===== src/rtl/rx_pkg.sv =====
// Shared constants and state encoding for the RX length/type counter.
// Define RX_JUMBO_EN to raise the word overrun limit to 9000-byte jumbo frames.
package rx_pkg;

    localparam logic [15:0] MIN_DATA = 16'd46;
    localparam logic [15:0] MAX_DATA = 16'd1500;
    localparam logic [15:0] TPID     = 16'h8100;
    localparam logic [15:0] TYPE_MIN = 16'h0600;

    localparam int MAX_WORDS_STD   = 188;
    localparam int MAX_WORDS_JUMBO = 1125;
`ifdef RX_JUMBO_EN
    localparam int MAX_WORDS = MAX_WORDS_JUMBO;
`else
    localparam int MAX_WORDS = MAX_WORDS_STD;
`endif

    typedef enum logic [2:0] {
        CNT_IDLE = 3'b001,
        CNT_RUN  = 3'b010,
        CNT_DONE = 3'b100
    } cnt_state_e;

    // Number of 8-byte words needed to carry a byte count.
    function automatic logic [15:0] words_ceil(input logic [15:0] bytes);
        return (bytes + 16'd7) >> 3;
    endfunction

endpackage


===== src/rtl/rx_len_counter_if.sv =====
// Frame-length counter bus: receive-engine events in, classification flags and pulses out.
interface rx_len_counter_if;
    logic        start_lt;
    logic [15:0] lt_data;
    logic        start_data_cnt;
    logic        start_tagged_cnt;
    logic        term_seen;
    logic        recv_end;
    logic        tagged_frame;
    logic        small_frame;
    logic        len_invalid;
    logic        end_data_cnt;
    logic        end_tagged_cnt;
    logic        end_small_cnt;
    logic        length_error;

    modport master (
        output start_lt, lt_data, start_data_cnt, start_tagged_cnt, term_seen, recv_end,
        input  tagged_frame, small_frame, len_invalid, end_data_cnt, end_tagged_cnt,
               end_small_cnt, length_error
    );

    modport slave (
        input  start_lt, lt_data, start_data_cnt, start_tagged_cnt, term_seen, recv_end,
        output tagged_frame, small_frame, len_invalid, end_data_cnt, end_tagged_cnt,
               end_small_cnt, length_error
    );
endinterface


===== src/rtl/rx_word_cnt.sv =====
// Saturating 8-byte word counter; flags the enable cycle that makes the count
// reach the padded target, the unpadded small-frame target, or pass the overrun limit.
module rx_word_cnt #(
    parameter int CNT_W = 11
) (
    input  logic             rxclk,
    input  logic             reset_n,
    input  logic             clr,
    input  logic             en,
    input  logic [CNT_W-1:0] target,
    input  logic [CNT_W-1:0] small_target,
    input  logic [CNT_W-1:0] max_words,
    output logic             hit_target,
    output logic             hit_small,
    output logic             over
);
    localparam logic [CNT_W-1:0] ONE = CNT_W'(1);

    logic [CNT_W-1:0] cnt_q;
    logic [CNT_W-1:0] cnt_inc;

    assign cnt_inc = (cnt_q == '1) ? cnt_q : cnt_q + ONE;

    always_ff @(posedge rxclk or negedge reset_n) begin
        if (!reset_n)  cnt_q <= '0;
        else if (clr)  cnt_q <= '0;
        else if (en)   cnt_q <= cnt_inc;
    end

    // Compare against the post-increment value so the owner can register a
    // pulse that lands exactly one cycle after the enable cycle.
    assign hit_target = en && (cnt_inc == target);
    assign hit_small  = en && (cnt_inc == small_target);
    assign over       = en && (cnt_inc >  max_words);
endmodule


===== src/rtl/rx_len_counter.sv =====
// Classifies a received frame from its Length/Type field and counts data words
// to detect end of payload, padding and length errors (RX_JUMBO_EN: jumbo limit).
module rx_len_counter
    import rx_pkg::*;
#(
    parameter int CNT_W = 11
) (
    input  logic              rxclk,
    input  logic              reset_n,
    rx_len_counter_if.slave   bus
);
    localparam logic [CNT_W-1:0] MAXW = CNT_W'(MAX_WORDS);

    cnt_state_e       state_q, state_d;
    logic             is_len_q;
    logic [CNT_W-1:0] target_q, small_t_q;

    logic             d_tag, d_len, d_inv, d_small;
    logic [15:0]      pad_len;
    logic [CNT_W-1:0] d_target, d_small_t;

    logic start, en, clr, hit_target, hit_small, over, run_done;

    logic tag_q, small_q, inv_q, end_d_q, end_t_q, end_s_q, lerr_q;
    logic tag_d, small_d, inv_d, end_d_d, end_t_d, end_s_d, lerr_d;

    // Length/Type decode
    assign d_tag     = (bus.lt_data == TPID);
    assign d_len     = (bus.lt_data <= MAX_DATA);
    assign d_inv     = (bus.lt_data > MAX_DATA) && (bus.lt_data < TYPE_MIN);
    assign d_small   = d_len && (bus.lt_data < MIN_DATA);
    assign pad_len   = (bus.lt_data < MIN_DATA) ? MIN_DATA : bus.lt_data;
    assign d_target  = CNT_W'(words_ceil(pad_len));
    assign d_small_t = (bus.lt_data == 16'd0) ? CNT_W'(1) : CNT_W'(words_ceil(bus.lt_data));

    assign start = (state_q == CNT_IDLE) && bus.start_lt;
    assign en    = (state_q == CNT_RUN) && (bus.start_data_cnt || bus.start_tagged_cnt);
    assign clr   = start || bus.recv_end;

    rx_word_cnt #(.CNT_W(CNT_W)) u_word_cnt (
        .rxclk        (rxclk),
        .reset_n      (reset_n),
        .clr          (clr),
        .en           (en),
        .target       (target_q),
        .small_target (small_t_q),
        .max_words    (MAXW),
        .hit_target   (hit_target),
        .hit_small    (hit_small),
        .over         (over)
    );

    assign run_done = bus.term_seen || over || (is_len_q && hit_target);

    always_ff @(posedge rxclk or negedge reset_n) begin
        if (!reset_n) begin
            state_q   <= CNT_IDLE;
            is_len_q  <= 1'b0;
            target_q  <= '0;
            small_t_q <= '0;
            tag_q     <= 1'b0;
            small_q   <= 1'b0;
            inv_q     <= 1'b0;
            end_d_q   <= 1'b0;
            end_t_q   <= 1'b0;
            end_s_q   <= 1'b0;
            lerr_q    <= 1'b0;
        end else begin
            state_q <= state_d;
            if (start) begin
                is_len_q  <= d_len;
                target_q  <= d_target;
                small_t_q <= d_small_t;
            end
            tag_q   <= tag_d;
            small_q <= small_d;
            inv_q   <= inv_d;
            end_d_q <= end_d_d;
            end_t_q <= end_t_d;
            end_s_q <= end_s_d;
            lerr_q  <= lerr_d;
        end
    end

    always_comb begin
        state_d = state_q;
        unique case (state_q)
            CNT_IDLE: if (bus.start_lt) state_d = d_inv ? CNT_DONE : CNT_RUN;
            CNT_RUN:  if (run_done)     state_d = CNT_DONE;
            CNT_DONE: ;
            default:  state_d = CNT_IDLE;
        endcase
        if (bus.recv_end) state_d = CNT_IDLE;
    end

    // Next values of the registered outputs; recv_end aborts silently.
    always_comb begin
        tag_d   = tag_q;
        small_d = small_q;
        inv_d   = inv_q;
        end_d_d = 1'b0;
        end_t_d = 1'b0;
        end_s_d = 1'b0;
        lerr_d  = 1'b0;
        if (start) begin
            tag_d   = d_tag;
            small_d = d_small;
            inv_d   = d_inv;
        end
        if (state_q == CNT_RUN) begin
            if (is_len_q) begin
                if (hit_target)          end_d_d = 1'b1;
                else if (bus.term_seen)  lerr_d  = 1'b1;
                else if (over)           lerr_d  = 1'b1;
                if (small_q && hit_small) end_s_d = 1'b1;
            end else begin
                if (bus.term_seen) begin
                    if (tag_q) end_t_d = 1'b1;
                    else       end_d_d = 1'b1;
                end else if (over) begin
                    lerr_d = 1'b1;
                end
            end
        end
        if (bus.recv_end) begin
            tag_d   = 1'b0;
            small_d = 1'b0;
            inv_d   = 1'b0;
            end_d_d = 1'b0;
            end_t_d = 1'b0;
            end_s_d = 1'b0;
            lerr_d  = 1'b0;
        end
    end

    assign bus.tagged_frame   = tag_q;
    assign bus.small_frame    = small_q;
    assign bus.len_invalid    = inv_q;
    assign bus.end_data_cnt   = end_d_q;
    assign bus.end_tagged_cnt = end_t_q;
    assign bus.end_small_cnt  = end_s_q;
    assign bus.length_error   = lerr_q;
endmodule


===== src/flat_wrapper.sv =====
// flat-port wrapper written by rule: the top's interface ports become plain ports
module rx_len_counter_flat import rx_pkg::*;
#(
    parameter int CNT_W = 11
)
  (rxclk, reset_n, bus_start_lt, bus_lt_data, bus_start_data_cnt, bus_start_tagged_cnt, bus_term_seen, bus_recv_end, bus_tagged_frame, bus_small_frame, bus_len_invalid, bus_end_data_cnt, bus_end_tagged_cnt, bus_end_small_cnt, bus_length_error);
  rx_len_counter_if bus_i ();
  input  logic rxclk;
  input  logic reset_n;
  input wire logic [$bits(bus_i.start_lt)-1:0] bus_start_lt;
  input wire logic [$bits(bus_i.lt_data)-1:0] bus_lt_data;
  input wire logic [$bits(bus_i.start_data_cnt)-1:0] bus_start_data_cnt;
  input wire logic [$bits(bus_i.start_tagged_cnt)-1:0] bus_start_tagged_cnt;
  input wire logic [$bits(bus_i.term_seen)-1:0] bus_term_seen;
  input wire logic [$bits(bus_i.recv_end)-1:0] bus_recv_end;
  output wire logic [$bits(bus_i.tagged_frame)-1:0] bus_tagged_frame;
  output wire logic [$bits(bus_i.small_frame)-1:0] bus_small_frame;
  output wire logic [$bits(bus_i.len_invalid)-1:0] bus_len_invalid;
  output wire logic [$bits(bus_i.end_data_cnt)-1:0] bus_end_data_cnt;
  output wire logic [$bits(bus_i.end_tagged_cnt)-1:0] bus_end_tagged_cnt;
  output wire logic [$bits(bus_i.end_small_cnt)-1:0] bus_end_small_cnt;
  output wire logic [$bits(bus_i.length_error)-1:0] bus_length_error;
  assign bus_i.start_lt = bus_start_lt;
  assign bus_i.lt_data = bus_lt_data;
  assign bus_i.start_data_cnt = bus_start_data_cnt;
  assign bus_i.start_tagged_cnt = bus_start_tagged_cnt;
  assign bus_i.term_seen = bus_term_seen;
  assign bus_i.recv_end = bus_recv_end;
  assign bus_tagged_frame = bus_i.tagged_frame;
  assign bus_small_frame = bus_i.small_frame;
  assign bus_len_invalid = bus_i.len_invalid;
  assign bus_end_data_cnt = bus_i.end_data_cnt;
  assign bus_end_tagged_cnt = bus_i.end_tagged_cnt;
  assign bus_end_small_cnt = bus_i.end_small_cnt;
  assign bus_length_error = bus_i.length_error;
  rx_len_counter #(.CNT_W(CNT_W)) u_core (.rxclk(rxclk), .reset_n(reset_n), .bus(bus_i));
endmodule

===== config.mk =====
export PLATFORM = sky130hd
export DESIGN_NAME = rx_len_counter_flat
export DESIGN_NICKNAME = d
export VERILOG_FILES = /design/src/rtl/rx_pkg.sv /design/src/rtl/rx_len_counter_if.sv /design/src/rtl/rx_word_cnt.sv /design/src/rtl/rx_len_counter.sv /design/src/flat_wrapper.sv
export SDC_FILE = /design/constraint.sdc
export NUM_CORES = 1
export LEC_CHECK = 0
export BUFFER_PORTS_ARGS = -buffer_cell sky130_fd_sc_hd__buf_2
export CAP_MARGIN = 20
export CORE_MARGIN = 1.5
export CORE_UTILIZATION = 54
export DETAILED_ROUTE_END_ITERATION = 8
export PLACE_DENSITY = 0.79
export SYNTH_ARGS = -nofsm -noshare
export SYNTH_HDL_FRONTEND = slang
export SYNTH_SLANG_ARGS = --single-unit

===== constraint.sdc =====
create_clock -name rxclk -period 2.1 [get_ports rxclk]
set_input_delay 0.21 -clock rxclk [delete_from_list [all_inputs] [get_ports rxclk]]
set_output_delay 0.21 -clock rxclk [all_outputs]
set_load 0.1 [all_outputs]

---- Word level (Yosys, flattened, before mapping) ----
Cells that the tools add are included.
Widths: inputs -> output; s select.
word-level totals
  input port bits ......................... 23
  word-level logic and storage cells ...... 85
  output and inout bits ................... 7
  flip-flop bits (word level) ............. 44
operators by class
  mux-type cells .......................... 38
  order comparisons ....................... 5
  reduce and logical (&&, ||, !) cells .... 17
  add/sub/neg operators ................... 3
  equal/unequal tests ..................... 10
operator list
  cell                   count
  $mux 11                4
  $add 14x3->14 const B  2
  $mux 1                 28
  $eq 11x11->1           2
  $eq 16x16->1 const B   1
  $gt 16x11->1 const B   1
  $le 16x11->1 const B   1
  $logic_not 16->1       1
  $lt 16x11->1 const B   1
  $lt 16x6->1 const B    1
  $mux 14                1
  $mux 3                 4
  $add 11x1->11 const B  1
  $eq 11x11->1 const B   1
  $gt 11x8->1 const B    1
  $logic_and 1x1->1      9
  $pmux 3 s3             1
  $logic_or 1x1->1       4
  $reduce_bool 2->1      2
  $eq 3x1->1 const B     1
  $eq 3x2->1 const B     1
  $eq 3x3->1 const B     1
  $ne 3x2->1 const B     1
  $ne 3x3->1 const B     1
  2 further kinds        2

---- Longest topological paths before layout ----
  depth in word-level cells ............... 10
  gate-level depth with buffers ........... 9
  mapped depth without buffers ............ 8

---- By module ----
Synthesis repeated with hierarchy kept, for this count alone.
second synthesis, totals
  cell total of the unflattened synthesis .. 373
  area total of the unflattened synthesis .. 3196.8 sq um
by module, submodules not included
  module          times used  seq. area each (sq um)  cells each  area an instance (sq um)
  rx_len_counter  1           827.0                   183         1741.7
  rx_word_cnt     1           275.3                   190         1455.1

---- Least setup slack after synthesis ----
OpenSTA, ideal clock, no wires.
  path kind ............................... register -> register
  from .................................... register u_core.u_word_cnt.cnt_q[0]
  to ...................................... register u_core.state_q[1]
  arrival time ............................ 2.135 ns
  required time ........................... 1.980 ns
  setup time .............................. 0.120 ns
  cell stages (with the launch flop) ...... 10
  setup slack ............................. -0.155 ns
  path through ............................ dfrtp_1 > ha_1 > and2_1 > buf_2 > a2111oi_2 > a22o_1 > a22oi_1 > nor4_1 > nand3_2 > a31o_1
between the ends
  word-level cells in the longest chain between the ends .. 8
  elaborated cells on any way between the ends .. 12
  classes of those cells .................. add/sub (1); order compare (1); eq/ne (3); mux (1); reduce/logical (6)
ends and longest elaborated chain
  element                                                RTL line                              RTL
  from (decl)                                            rx_word_cnt.sv:19                     logic [CNT_W-1:0] cnt_q;
  from (signal assigned)                                 rx_word_cnt.sv:27                     else if (en) cnt_q <= cnt_inc;
  $add 11x1->11 or $eq 11x11->1 (tied branches)          rx_word_cnt.sv:22                     assign cnt_inc = (cnt_q == '1) ? cnt_q : cnt_q + ONE;
  $mux 11 *                                              rx_word_cnt.sv:22
  $gt 11x8->1 or $eq 11x11->1 (tied branches)            rx_word_cnt.sv:34, rx_word_cnt.sv:32
  $logic_and 1x1->1 (on tied branches)                   rx_word_cnt.sv:34, rx_word_cnt.sv:32
  $logic_or 1x1->1 or $logic_and 1x1->1 (tied branches)  rx_len_counter.sv:53                  assign run_done = bus.term_seen || over || (is_len_q && hit_target);
  $logic_or 1x1->1 *                                     rx_len_counter.sv:53
  $ne 3x2->1 (no source line) *                          n/a
  $reduce_and 3->1 (no source line) *                    n/a
  to (signal assigned)                                   rx_len_counter.sv:69                  state_q <= state_d;
  to (decl)                                              rx_len_counter.sv:14                  cnt_state_e state_q, state_d;
Mark *: on every way between the ends. The rest lies on a longest branch, timed or not.
A chain may end at the register's enable or synchronous reset.

---- Final worst setup path ----
  from .................................... register u_core.u_word_cnt.cnt_q[1]
  to ...................................... register u_core.end_s_q, in the netlist u_core.bus.end_small_cnt
between the ends
  word-level cells in the longest chain between the ends .. 9
  elaborated cells on any way between the ends .. 10
  classes of those cells .................. add/sub (1); eq/ne (2); mux (5); reduce/logical (2)
ends and longest elaborated chain
  element                                        RTL line               RTL
  $add 11x1->11 or $eq 11x11->1 (tied branches)  rx_word_cnt.sv:22
  $mux 11 *                                      rx_word_cnt.sv:22
  $eq 11x11->1 *                                 rx_word_cnt.sv:33      assign hit_small = en && (cnt_inc == small_target);
  $logic_and 1x1->1 *                            rx_word_cnt.sv:33
  $logic_and 1x1->1 *                            rx_len_counter.sv:115  if (small_q && hit_small) end_s_d = 1'b1;
  $mux 1 *                                       rx_len_counter.sv:115
  $mux 1 *                                       rx_len_counter.sv:111  if (is_len_q) begin
  $mux 1 *                                       rx_len_counter.sv:110  if (state_q == CNT_RUN) begin
  $mux 1 *                                       rx_len_counter.sv:125  if (bus.recv_end) begin
  net u_core.end_s_d                             rx_len_counter.sv:25   logic tag_d, small_d, inv_d, end_d_d, end_t_d, end_s_d, lerr_d;
  to (signal assigned)                           rx_len_counter.sv:80   end_s_q <= end_s_d;
  to (decl)                                      rx_len_counter.sv:24   logic tag_q, small_q, inv_q, end_d_q, end_t_q, end_s_q, lerr_q;
Mark *: on every way through the listed nets, which the timed path passes. The rest lies on a longest branch.

==> flow_summary.ini <==
[status]
status = finished with violations
violations = negative setup slack

[clocking]
insertion_delay_ns = 0.30
clkTransAtPathRegs_ns = 0.09
max-clock-path-buffers = 2
cts_tree = yes
cts.sinks = 44
htreeDepth = 2
cts-root-buf = clkbuf_8
cts_buffers = 5

[synthesis]
synth_fa_ha_area_frac = 0.00700
syn_nets = 382
synthXorXnorAreaFrac = 0.0789
yosysTopAreaCell = dfrtp_1
synth-edff-count = 0
yosys_warnings = 0
synthSimpleGateAreaFrac = 0.245
synth_area_leaders = dfrtp_1 (33%), xnor2_1 (4.9%), nand2_1 (4.4%), a21o_1 (4.0%), a21oi_1 (3.1%)
synth_ff_type = dfrtp_1
synthMuxAreaShare = 0.0101
syn_area_per_cell_sq_um = 8.99
syn-cell-area_sq_um = 3220
synth_cell_types = 74
yosysMostFrequentCell = dfrtp_1
synth_cells = 358
synth_top_area_frac = 0.334
synth_common_cells = dfrtp_1 (43), nand2_1 (38), nor2_1 (25)
synth_top_family_by_area = compound AO/OA/AOI/OAI gates
ys_async_sr_fraction = 1.00
ys_seq_elements = 44
synth-compound-area-share = 0.275
yosysSeqAreaShare = 0.343

[setup_path]
worstRegToRegCells = 8
worstPathArrival_ns = 2.49
required_ns = 2.30
crit_path_end_kind = register
critPathLaunchType = register
crit_fanout = 6
path_class = reg -> reg

[global_routing]
grt_overflow = 0
grt_pass1_wl_mm = 16.2
grt_max_degree = 45
grt_pass1_vias = 3285
globalRouteTotalUtil = 0.336
antenna_found_initial = 0

[timing]
tns_ns = -0.719
hold_viol_final = 0
finalWorstPathRequiredPeriod_ns = 2.29
rsz0062_at_grt = true
timing.fmax_mhz = 436
finalSetupViolCount = 5
slew_headroom = 0.611
drv_slew = 0
finalCritPeriodShare = 1.09
tightest_slew_ns = 0.579
setup_ws_ns = -0.193
clock_skew_ns = 0.0104

[drt]
dr_wl_met3_um = 854
drtAntennaViolNets = 0
vias_per_cell = 6.26
dr_wl_met2_mm = 4.66
wire_per_inst_um = 18.6
remaining_drc_errors = 0
dr.first_iter.drc_count = 319
drt-total-wl_mm = 9.91
dr.pass1.iters = 8
vias = 3342
route.top_layer_used = met4
wl_met1_mm = 3.90

[cells_and_area]
final_util = 0.752
insertedDiodeCount = 0
stdcell_count = 534
nFillCells = 408
synthToLayoutAreaGrowth_pct = 31.9
layout-drive-gt1-share = 0.364
nets = 485
fin_area_sq_um = 4240

[die]
die-area_sq_um = 6430
die_height_um = 80.2
rows = 27
io_pins = 30
die_w_um = 80.2
start_util = 0.570
design.core.area_sq_um = 5640

[worst_hold_path]
min_path_type = in -> reg
hold-path-cell-count = 2

[place]
numPortBuffers = 29
pre_cts_ws_ns = -0.283
dp_hpwl_mm = 7.57
place_congestion = 1.03
dpl.cell_count = 514
post_dp_cell_area_sq_um = 3980

[power_and_ir_drop]
leakage_nw = 1.86
powerDensity_nw_per_um2 = 527
ir_worst_vdd_mv = 0.486

[run]
max_cap_violations = 0
==> cells by family (layout without fill, tap and decap cells) <==
kind of cell,Yosys count,in the layout
AND/OR/NAND/NOR,142,142
flip-flops,44,44
adder cells (fa/ha/maj),2,2
multiplexers,3,3
XOR/XNOR,29,29
buffers and inverters,28,132
AO/OA/AOI/OAI,110,110
==> path summary, 6_finish.rpt <==
| check | start | to | slack, ns |
|---|---|---|---|
| hold / removal | bus_recv_end | u_core.bus.small_frame$_DFFE_PN0N_ | 0.13 |
| setup / recovery | u_core.u_word_cnt.cnt_q[1]$_DFFE_PN0P_ | u_core.bus.end_small_cnt$_DFF_PN0_ | -0.19 |
| hold reg to reg | u_core.small_t_q[3]$_DFFE_PN0P_ | u_core.small_t_q[3]$_DFFE_PN0P_ | 0.50 |
| max in group asynchronous | reset_n | u_core.u_word_cnt.cnt_q[0]$_DFFE_PN0P_ | 1.18 |
| setup reg to reg | u_core.u_word_cnt.cnt_q[1]$_DFFE_PN0P_ | u_core.bus.end_small_cnt$_DFF_PN0_ | -0.19 |
| min in group asynchronous | reset_n | u_core.u_word_cnt.cnt_q[6]$_DFFE_PN0P_ | 0.51 |
==> power by group <==
part	leakage (nW)	internal, mW	switching, mW
Combinational	1.25	0.256	0.289
Clock	0.0552	0.353	0.303
Sequential	0.557	0.940	0.0956
==> per-stage QoR <==
step                      hold slack, ns  power (mW)
final                              0.135        2.24
after global routing               0.142        2.33
after CTS                          0.135        2.22
after detailed placement           0.323        1.57
after global placement             0.315        1.56
after floorplan                  -0.0856        1.34
==> cell usage in the layout, fill, tap and decap left out, drive strengths merged, types with 4 or more instances in the layout <==
master	Yosys	final
buf	11	115
and4	5	5
a21o	17	17
o21a	10	10
a31oi	6	6
nand2	38	38
dfrtp	43	43
nor4	9	9
o21ai	12	12
and3	6	6
nor3	11	11
xnor2	18	18
a21oi	22	22
or3	7	7
nand2b	4	4
clkbuf	9	6
xor2	11	11
inv	8	8
a21boi	4	4
o211ai	4	4
a2111oi	6	6
nand3	14	14
nand4	6	6
nor2	25	25
a211oi	4	4
==> routing by layer <==
metal | track usage | up-vias
met5 | 0 | -
met1 | 0.413 | 1568
li1 | - | 1546
met2 | 0.555 | 181
met4 | 0.160 | 0
met3 | 0.0761 | 47
==> repair_timing <==
action / in CTS / in global routing
hold endpoints to repair: 1 / 0
setup buffers: 9 / 2
pin swaps: 14 / 2
resized for setup: 15 / 4
setup endpoints to repair: 5 / 5
gates cloned: 0 / 0
hold buffers: 1 / 0
==> sequential cells by signal, indices dropped and copies added (netlist names), 3 cells and up <==
name and cells:
u_core.small_t_q 11, u_core.state_q 3, u_core.target_q 11, u_core.u_word_cnt.cnt_q 11
==> critical path, cell delays in order, from the launching register on <==
cell	delay (ns)
dfrtp_1	0.44
ha_4	0.21
nand3_4	0.14
a2111oi_4	0.35
a21oi_2	0.10
xor2_1	0.17
nor4_1	0.30
nand4_1	0.22
a2111oi_2	0.25
==> layout make-up <==
class / instances / area, sq um / share of cell area
flip-flops and latches: 44 / 1110 / 0.261
well taps: 72 / 90.1 / 0.0212
clock buffers: 6 / 72.6 / 0.0171
multi-input cells: 286 / 2090 / 0.493
inverters: 8 / 30.0 / 0.00708
clock inverters: 2 / 35.0 / 0.00825
repair buffers: 116 / 817 / 0.193
Note: power is estimated with default switching activity, not from simulation.
